<file path="src/rtl/low_power_mul_pkg.sv">
// Shared constants for the low-power multiply-add blocks (low-speed and high-speed variants).
package low_power_mul_pkg;

    localparam int unsigned MulDw = 4;             // operand width
    localparam int unsigned MulPw = 2 * MulDw;     // single product width
    localparam int unsigned MulOw = 2 * MulDw + 1; // sum of two products, cannot overflow

endpackage

</file>
<file path="src/rtl/mul_stage.sv">
// Registered unsigned DW x DW multiplier. Operands are only captured when en_i is high,
// so the product register and downstream logic stay quiet while en_i is low.
module mul_stage #(
    parameter int unsigned DW = 4,
    localparam int unsigned PW = 2 * DW
) (
    input  logic          clk_i,
    input  logic          rst_ni,
    input  logic          en_i,
    input  logic [DW-1:0] a_i,
    input  logic [DW-1:0] b_i,
    output logic [PW-1:0] p_o,
    output logic          valid_o
);

    logic [PW-1:0] p_d, p_q;
    logic          valid_d, valid_q;

    always_comb begin
        p_d     = p_q;
        valid_d = en_i;
        if (en_i) begin
            p_d = PW'(a_i) * PW'(b_i);
        end
    end

    always_ff @(posedge clk_i or negedge rst_ni) begin
        if (!rst_ni) begin
            p_q     <= '0;
            valid_q <= 1'b0;
        end else begin
            p_q     <= p_d;
            valid_q <= valid_d;
        end
    end

    assign p_o     = p_q;
    assign valid_o = valid_q;

endmodule

</file>
<file path="src/rtl/mul2_low_speed.sv">
// Two-stage multiply-add: dout = mul1*mul2 + mul3*mul4, one result per en-qualified cycle.
module mul2_low_speed
    import low_power_mul_pkg::*;
#(
    parameter int unsigned DW = MulDw,
    localparam int unsigned PW = 2 * DW,
    localparam int unsigned OW = 2 * DW + 1
) (
    input  logic          clk,
    input  logic          rstn,
    input  logic          en,
    input  logic [DW-1:0] mul1,
    input  logic [DW-1:0] mul2,
    input  logic [DW-1:0] mul3,
    input  logic [DW-1:0] mul4,
    output logic [OW-1:0] dout,
    output logic          dout_en
);

    logic [PW-1:0] p0, p1;
    logic          v0, v1;
    logic [OW-1:0] dout_d, dout_q;
    logic          dout_en_d, dout_en_q;

    mul_stage #(
        .DW(DW)
    ) u_mul_p0 (
        .clk_i  (clk),
        .rst_ni (rstn),
        .en_i   (en),
        .a_i    (mul1),
        .b_i    (mul2),
        .p_o    (p0),
        .valid_o(v0)
    );

    mul_stage #(
        .DW(DW)
    ) u_mul_p1 (
        .clk_i  (clk),
        .rst_ni (rstn),
        .en_i   (en),
        .a_i    (mul3),
        .b_i    (mul4),
        .p_o    (p1),
        .valid_o(v1)
    );

    // Both stages share en and reset, so their valids always agree.
    always_comb begin
        dout_en_d = v0 & v1;
        dout_d    = dout_q;
        if (dout_en_d) begin
            dout_d = OW'(p0) + OW'(p1);
        end
    end

    always_ff @(posedge clk or negedge rstn) begin
        if (!rstn) begin
            dout_q    <= '0;
            dout_en_q <= 1'b0;
        end else begin
            dout_q    <= dout_d;
            dout_en_q <= dout_en_d;
        end
    end

    assign dout    = dout_q;
    assign dout_en = dout_en_q;

endmodule

</file>
<file path="config.mk">
export PLATFORM = sky130hd
export DESIGN_NAME = mul2_low_speed
export DESIGN_NICKNAME = d
export VERILOG_FILES = /design/src/rtl/low_power_mul_pkg.sv /design/src/rtl/mul_stage.sv /design/src/rtl/mul2_low_speed.sv
export SDC_FILE = /design/constraint.sdc
export NUM_CORES = 1
export LEC_CHECK = 0
export BUFFER_PORTS_ARGS = -buffer_cell sky130_fd_sc_hd__buf_4
export CAP_MARGIN = 15
export CELL_PAD_IN_SITES_DETAIL_PLACEMENT = 0
export CELL_PAD_IN_SITES_GLOBAL_PLACEMENT = 1
export CORE_MARGIN = 1.5
export CORE_UTILIZATION = 49
export DETAILED_ROUTE_END_ITERATION = 16
export GPL_ROUTABILITY_DRIVEN = 1
export PLACE_DENSITY_LB_ADDON = 0.1
export SLEW_MARGIN = 20
export SYNTH_ARGS = -nofsm -noshare
export SYNTH_HDL_FRONTEND = slang
export SYNTH_HIERARCHICAL = 1
export SYNTH_SLANG_ARGS = --single-unit
</file>
<file path="constraint.sdc">
create_clock -name clk -period 3.6 [get_ports clk]
set_input_delay 0.54 -clock clk [delete_from_list [all_inputs] [get_ports clk]]
set_output_delay 0.54 -clock clk [all_outputs]
set_load 0.01 [all_outputs]
</file>
Yosys cells after proc, flatten, opt, wreduce, memory -nomap -nowiden
Cells that the tools add are included.
{ "totals": {"output_inout_bits": 10, "regBits": 27} }
{ "op_classes": {"multipliers": 2, "n_addsub": 1} }
{ "op_table": {"columns": ["op", "n"], "rows": [
  ["multiplier 4 x 4 -> 8 bit", 2],
  ["adder 8 x 8 -> 9 bit", 1]
]} }

Depth between registers and ports, before layout
Gate-level depths: netlist of run 1.
{ "logic_depth": {"word_depth": 1, "ltp_mapped": 8, "depth_no_buf": 8} }

Modules after synthesis
The synthesis of run 1 kept the hierarchy.
{ "modules_own_cells": {"columns": ["module", "cells_per_inst", "instances", "area_each_um2"], "rows": [
  ["mul_stage", 77, 2, 785.8],
  ["mul2_low_speed", 66, 1, 665.6]
]} }

Least setup slack after synthesis of run 1
Ideal clock, no wire load.
{ "synth_path": {"path_type": "input to register", "startpoint": "input mul1[0]", "endpoint": "register u_mul_p0.p_q[7] (netlist: u_mul_p0/p_o[7])", "path_buffers": 0, "t_arrival_ps": 2664, "setup_ps": 131, "required_time_ps": 3469, "path_slack_ps": 805, "stages": 8, "cell_sequence": "nand2_1 fa_1 inv_1 fa_1 ha_1 a211oi_1 nor3_1 or3_1"} }
{ "synth_via": {"elab_chain_cells": 1} }
{ "synth_lines": {"columns": ["element", "line_no", "source"], "rows": [
  ["from (decl)", "mul2_low_speed.sv:12", "input logic [DW-1:0] mul1,"],
  ["multiplier 4 x 4 -> 8 bit", "mul_stage.sv:23", "p_d = PW'(a_i) * PW'(b_i);"],
  ["to (signal assigned)", "mul_stage.sv:32", "p_q <= p_d;"],
  ["to (decl)", "mul_stage.sv:16", "logic [PW-1:0] p_d, p_q;"]
]} }
Every way passes these cells.
A chain may end at the register's enable or synchronous reset.

Worst setup path after layout of run 1
{ "layout_path": {"startpoint": "input mul3[0]", "endpoint": "register u_mul_p1.p_q[7] (netlist: u_mul_p1/p_o[7])"} }
{ "layout_via": {"elab_chain_cells": 1} }
{ "layout_lines": {"columns": ["element", "line_no", "source"], "rows": [
  ["from (decl)", "mul2_low_speed.sv:14", "input logic [DW-1:0] mul3,"],
  ["multiplier 4 x 4 -> 8 bit", "mul_stage.sv:23", null],
  ["to (signal assigned)", "mul_stage.sv:32", null],
  ["to (decl)", "mul_stage.sv:16", null]
]} }
Every way passes these cells.

==> out/qor.yml, run 1 <==
clock_network:
  cts_hold_buf: 0
  cts_num_sinks: 28
  htreeDepth: 1
  cts_resized: 0
  clockBufferDepth: 2
  cts_tree: "yes"
  cts_buffers: 3
  postCtsSetupBuffers: 0
  clk_pin_slew_worst_paths_ns: 0.10
  root_buffer: "clkbuf_8"
  clock_latency_ns: 0.28
worst_setup_path:
  required_ns: 3.76
  slowest_stage: "fa_1"
  cpMostUsedCell: "fa_1"
  worstPathCellList: "buf_4, nand2_1, fa_1, inv_1, fa_1, ha_1, o211ai_2, o2111a_1, or3_1"
  cp-start-kind: "input port"
  worst-path-buf-inv: 2
  crit_type: "input port to register"
  worstPathMaxFanout: 5
  crit_family: "adder cells"
  cpPeakStageDelay_ns: 0.53
  arrival_ns: 2.85
  regToRegSetupSlack_ns: 1.64
  cp-end-kind: "register"
routing:
  wl_per_cell_um: 13.6
  avgViaCountPerCell: 5.38
  highest_layer: "met4"
  drt_iter0_markers: 69
  postRouteAntennaNets: 0
  drc: 0
  drt-total-wl_mm: 4.06
  vias: 1609
  route.met2.wl_mm: 1.83
  detail_route.first_pass.iterations: 4
  dr_wl_met3_um: 109
  m1WireLength_mm: 2.09
synth:
  yosysWarnings: 6
  synth_cells: 220
  ys_seq_elements: 28
  postSynthNetCount: 280
  synth_area_leaders: "dfrtp_1 (31%), ha_1 (18%), fa_1 (8.1%), and2_1 (6.7%), mux2_2 (4.0%)"
  synth_area_per_cell_um2: 10.2
  synth.distinct_cells: 39
  synth_top_area_cell: "dfrtp_1"
  synth_top_cell_area_share_pct: 31.3
  yosysSeqAreaShare_pct: 31.3
  netlist_area_mm2: 0.00224
die:
  num_rows: 24
  pin_count: 29
  die-area_mm2: 0.00498
  coreArea_mm2: 0.00438
  die_x_um: 70.6
  initial_utilization_pct: 51.0
  dieHeight_um: 70.6
timing:
  period_share_pct: 74.6
  max_freq_mhz: 372
  setup_violations: 0
  grt_setup_unrepaired: "false"
  final.setup.worst_slack_ns: 0.913
  relSlewSlack_pct: 70.5
  tightest_slew_ns: 0.442
  fin_skew_ns: 0.00841
  final-max-slew-violation-count: 0
  hold_ws_ns: 0.153
  min_period_ns: 2.69
  fin_tns_setup_ns: 0
  hold_violations: 0
power_and_ir_drop:
  power_density_mw_per_mm2: 469
  p_leak_nw: 1.27
  peakVddDrop_mv: 0.263
  total_power_mw: 1.20
final_layout:
  post-route-util_pct: 58.4
  fin_cells: 299
  diodes: 0
  drive_gt1_share_pct: 18.6
  areaGrowthSynthToFinish_pct: 14.4
  nets: 308
  design_area_mm2: 0.00256
place:
  portBuffers: 28
  preCtsSetupSlack_ns: 0.611
  dp.final_hpwl_mm: 3.28
  dp.cells: 295
  gp_congestion: 0.782
  place_area_mm2: 0.00249
status:
  status: "complete, no violations"
grt:
  overflow: 0
  gr-usage-all-layers_pct: 18.3
  antenna_found_initial: 0
  grt_max_degree: 39
  grt_pass1_wl_mm: 7.33
  grt_pass1_vias: 1614
run:
  maxCapViolations: 0
min_path:
  hold_path_class: "input port to async pin"
[registers in the layout, indices dropped and copies added, names as in the netlist]
register / flops
u_mul_p0/valid_o: 1
dout: 9
u_mul_p1/p_o: 8
u_mul_p0/p_o: 8
u_mul_p1/valid_o: 1
dout_en: 1
[layer usage]
layer / global-route usage [%] / up-vias
li1: - / 847
met4: 3.14 / 0
met5: 0 / -
met1: 25.5 / 738
met3: 3.42 / 2
met2: 30.4 / 22
[worst paths after layout]
kind	startpoint	to	depth (start not counted)
setup / recovery	mul3[0]	u_mul_p1/p_o[7]	9
hold / removal	rstn	u_mul_p0/p_o[6]	1
setup reg to reg	u_mul_p0/p_o[0]	dout[8]	6
hold reg to reg	dout[6]	dout[6]	2
max in group asynchronous	rstn	u_mul_p1/p_o[5]	1
min in group clk	dout[6]	dout[6]	2
[cell usage after synthesis]
master and number:
fa_1 9, o22ai_1 2, mux2_2 8, o21ai_1 2
ha_1 32, o31ai_1 2, o2111ai_1 2, nand2b_1 4
o21a_1 2, nand3b_1 6, a211oi_2 1, a31oi_1 2
o31a_1 1, a21oi_1 11, nor2b_1 3, buf_2 4
o2111a_1 2, or3_1 3, nand4_1 4, nand3_1 2
dfrtp_1 28, xnor2_1 4, and2_1 24, a21oi_2 1
o31ai_2 1, buf_1 1, inv_1 14, o211ai_2 3
nor2_1 5, o21ai_0 5, and3_1 1, xor2_1 1
or2_0 1, o211ai_1 2, a21o_1 3, a211oi_1 3
nor3_1 4, nand2_1 15, or4b_1 2
[placed cells by master (no fill, tap or decap), types with 3 or more instances in the layout]
cell      instances
inv_1            14
buf_4            28
clkbuf_8          3
nand2_1          15
mux2_2            8
fa_1              9
o211ai_2          3
nand4_1           4
xnor2_1           4
a21oi_1          11
a211oi_1          3
nor3_1            4
and2_1           24
o21ai_0           5
or3_1             3
dfrtp_1          28
ha_1             32
a21o_1            3
nor2_1            5
nor2b_1           3
nand3b_1          6
nand2b_1          4
[power by group]
group,switching (mW),internal (mW),total (mW)
Clock,0.101,0.149,0.250
Combinational,0.263,0.250,0.513
Sequential,0.0475,0.391,0.439
Total,0.411,0.791,1.20
[cells by family after synthesis]
family | count (synthesis) | synth area share [%]
and+or+nand+nor | 74 | 18.8
AOI/OAI and AO/OA | 45 | 14.5
adders and majority gates | 41 | 26.0
DFF | 28 | 31.3
buffers and inverters | 19 | 3.41
muxes | 8 | 4.03
xor gates and xnor gates | 5 | 1.96
[layout make-up]
type | instances | area, um^2
clock inverter | 1 | 30.0
inverter | 14 | 52.6
fill | 395 | 1820
multi-input combinational | 173 | 1460
sequential | 28 | 701
clock buffer | 3 | 41.3
tap | 52 | 65.1
timing repair buffer | 28 | 210
(Power assumes the default switching activity.)
==> inputs of run 2 (changes only) <==
--- a/config.mk
+++ b/config.mk
@@ -10,7 +10,7 @@
 export CELL_PAD_IN_SITES_DETAIL_PLACEMENT = 0
 export CELL_PAD_IN_SITES_GLOBAL_PLACEMENT = 1
 export CORE_MARGIN = 1.5
-export CORE_UTILIZATION = 49
+export CORE_UTILIZATION = 41
 export DETAILED_ROUTE_END_ITERATION = 16
 export GPL_ROUTABILITY_DRIVEN = 1
 export PLACE_DENSITY_LB_ADDON = 0.1
==> constraint.sdc (replaced) <==
create_clock -name clk -period 2.3 [get_ports clk]
set_input_delay 0.345 -clock clk [delete_from_list [all_inputs] [get_ports clk]]
set_output_delay 0.345 -clock clk [all_outputs]
set_load 0.01 [all_outputs]
==> run 2 against run 1 <==
Compared with the run above: the flow now finishes with violations (setup timing); via count increased by 6.8%; wire length is 13% higher; cell area rose by 18%; cell count grew 15%; flip-flop and latch count stayed put; combinational power increased by 88%; sequential power up 56%; critical path depth did not move; worst setup slack got worse by 0.92 ns; critical path type unchanged; largest cell class unchanged.
==> out/qor.yml, run 2 (synthesis results as in run 1) <==
status:
  status: "complete, but fails checks"
  violations: "setup timing"
grt:
  grt_max_degree: 39  # unchanged
  gr-usage-all-layers_pct: 17.1  # -1.1 points
  overflow: 0  # unchanged
  grt_pass1_vias: 1740  # +7.8%
  grt_pass1_wl_mm: 8.20  # +12%
  antenna_found_initial: 0  # unchanged
clock_network:
  cts_tree: "yes"
  clock_latency_ns: 0.27  # about the same
  clockBufferDepth: 2  # unchanged
  postCtsSetupBuffers: 0  # unchanged
  clk_pin_slew_worst_paths_ns: 0.09  # about the same
  cts_num_sinks: 28  # unchanged
  root_buffer: "clkbuf_8"
  htreeDepth: 1  # unchanged
  cts_buffers: 3  # unchanged
routing:
  detail_route.first_pass.iterations: 4  # unchanged
  drt_iter0_markers: 64  # -7.2%
  postRouteAntennaNets: 0  # unchanged
  wl_per_cell_um: 13.3  # -1.9%
  drc: 0  # unchanged
  drt-total-wl_mm: 4.59  # +13%
  vias: 1718  # +6.8%
  avgViaCountPerCell: 4.99  # -7.2%
final_layout:
  layout_common_cells: "buf_4 (43), dfrtp_1 (28), ha_1 (26)"
  areaGrowthSynthToFinish_pct: 34.6
  post-route-util_pct: 58.2  # -0.19 points
  drive_gt1_share_pct: 35.0  # +16 points
  final_common_cell: "buf_4"
  design_area_mm2: 0.00301  # +18%
  fillers: 437  # +11%
  fin_cells: 344  # +15%
  diodes: 0  # unchanged
  largest_reg_flops: 9  # unchanged
  nets: 335  # +8.8%
min_path:
  worstHoldStart: "mul2[0]"
  hold_path_end: "u_mul_p0/p_o[0]"
  hold_path_class: "input port to register"
  hold_path_depth: 3
timing:
  final-max-slew-violation-count: 0  # unchanged
  hold_ws_ns: 0.329  # +0.176 ns
  fin_skew_ns: 0.00151  # -0.00690 ns
  min_period_ns: 2.31
  fin_tns_setup_ns: -0.00931  # -0.00931 ns
  hold_violations: 0  # unchanged
  setup_violations: 2  # +2
  grt_setup_unrepaired: "true"
  relSlewSlack_pct: 70.4  # about the same
  final.setup.worst_slack_ns: -0.00502  # -0.918 ns
  tightest_slew_ns: 0.443  # +0.000770 ns
  period_share_pct: 100
  max_freq_mhz: 434
place:
  preCtsSetupSlack_ns: -0.382  # -0.993 ns
  dp.cells: 339  # +15%
  gp_congestion: 0.728  # -6.9%
  portBuffers: 28  # unchanged
  place_area_mm2: 0.00275  # +10%
  dp.final_hpwl_mm: 3.57  # +8.9%
worst_setup_path:
  r2r_start: "u_mul_p0/p_o[0]"
  required_ns: 2.46  # -1.30 ns
  regToRegSetupSlack_ns: 0.33  # -1.31 ns
  reg2reg_depth: 6  # unchanged
  worstPathMaxFanout: 3  # -2
  crit_type: "input port to register"
  cp-end-kind: "register"
  reg2reg_to: "dout[8]"
  arrival_ns: 2.47  # -0.38 ns
  cp-start-kind: "input port"
die:
  pin_count: 29  # unchanged
  die-area_mm2: 0.00591  # +19%
  initial_utilization_pct: 43.3  # -7.8 points
  coreArea_mm2: 0.00517  # +18%
  num_rows: 26  # +8.3%
  die_x_um: 76.9  # +8.9%
  dieHeight_um: 76.9  # +8.9%
power_and_ir_drop:
  peakVddDrop_mv: 0.322  # +22%
  power_density_mw_per_mm2: 649  # +38%
  p_leak_nw: 1.43  # +13%
  total_power_mw: 1.95  # +63%
run:
  maxCapViolations: 0  # unchanged
## run 2: worst max path at each step
stage | startpoint | endpoint | slack [ns] | depth (start not counted)
3_5_place_dp | mul1[2] | u_mul_p0/p_o[7] | -0.38 | 9
4_1_cts | mul1[2] | u_mul_p0/p_o[7] | -0.03 | 9
2_1_floorplan | mul4[1] | u_mul_p1/p_o[7] | -0.18 | 8
5_1_grt | mul3[1] | u_mul_p1/p_o[6] | -0.11 | 10
3_3_place_gp | mul1[2] | u_mul_p0/p_o[7] | -0.37 | 9
6_report | mul3[1] | u_mul_p1/p_o[7] | -0.005 | 9
## run 2: power by group
| part | leakage, nW | internal [mW] | switching, mW |
|---|---|---|---|
| combinational | 1.06 | 0.503 | 0.460 |
| sequential | 0.347 | 0.612 | 0.0738 |
| clock | 0.0288 | 0.153 | 0.151 |
| total | 1.43 | 1.27 | 0.685 |
## run 2: final cells by class
class	instances	area [um^2]	area share (%)
well taps	70	87.6	2.91
multi-input cells	173	1640	54.6
repair buffers	55	472	15.7
inverters	14	52.6	1.75
clock buffers	4	55.1	1.83
flip-flops and latches	28	701	23.3
## run 2: layer usage
layer  share of wire, %  routed length (um)  GRT usage, %
met1                 52                2370          24.5
met2                 46                2120          27.6
met3                1.5                  70          1.79
met4               0.68                  31          4.44
met5                  0                   0             0
## run 2: repair_timing
item	CTS	global route
setup endpoints to repair	5	6
pin swaps	9	16
hold endpoints to repair	28	0
resized for setup	17	22
gates cloned	0	0
hold buffers	1	0
## run 2: critical path, stage by stage
cell	delay [ns]
buf_8	0.08
nand2_4	0.05
fa_1	0.52
inv_1	0.05
fa_2	0.56
ha_4	0.22
a211oi_4	0.26
nor3_2	0.06
or3_1	0.33
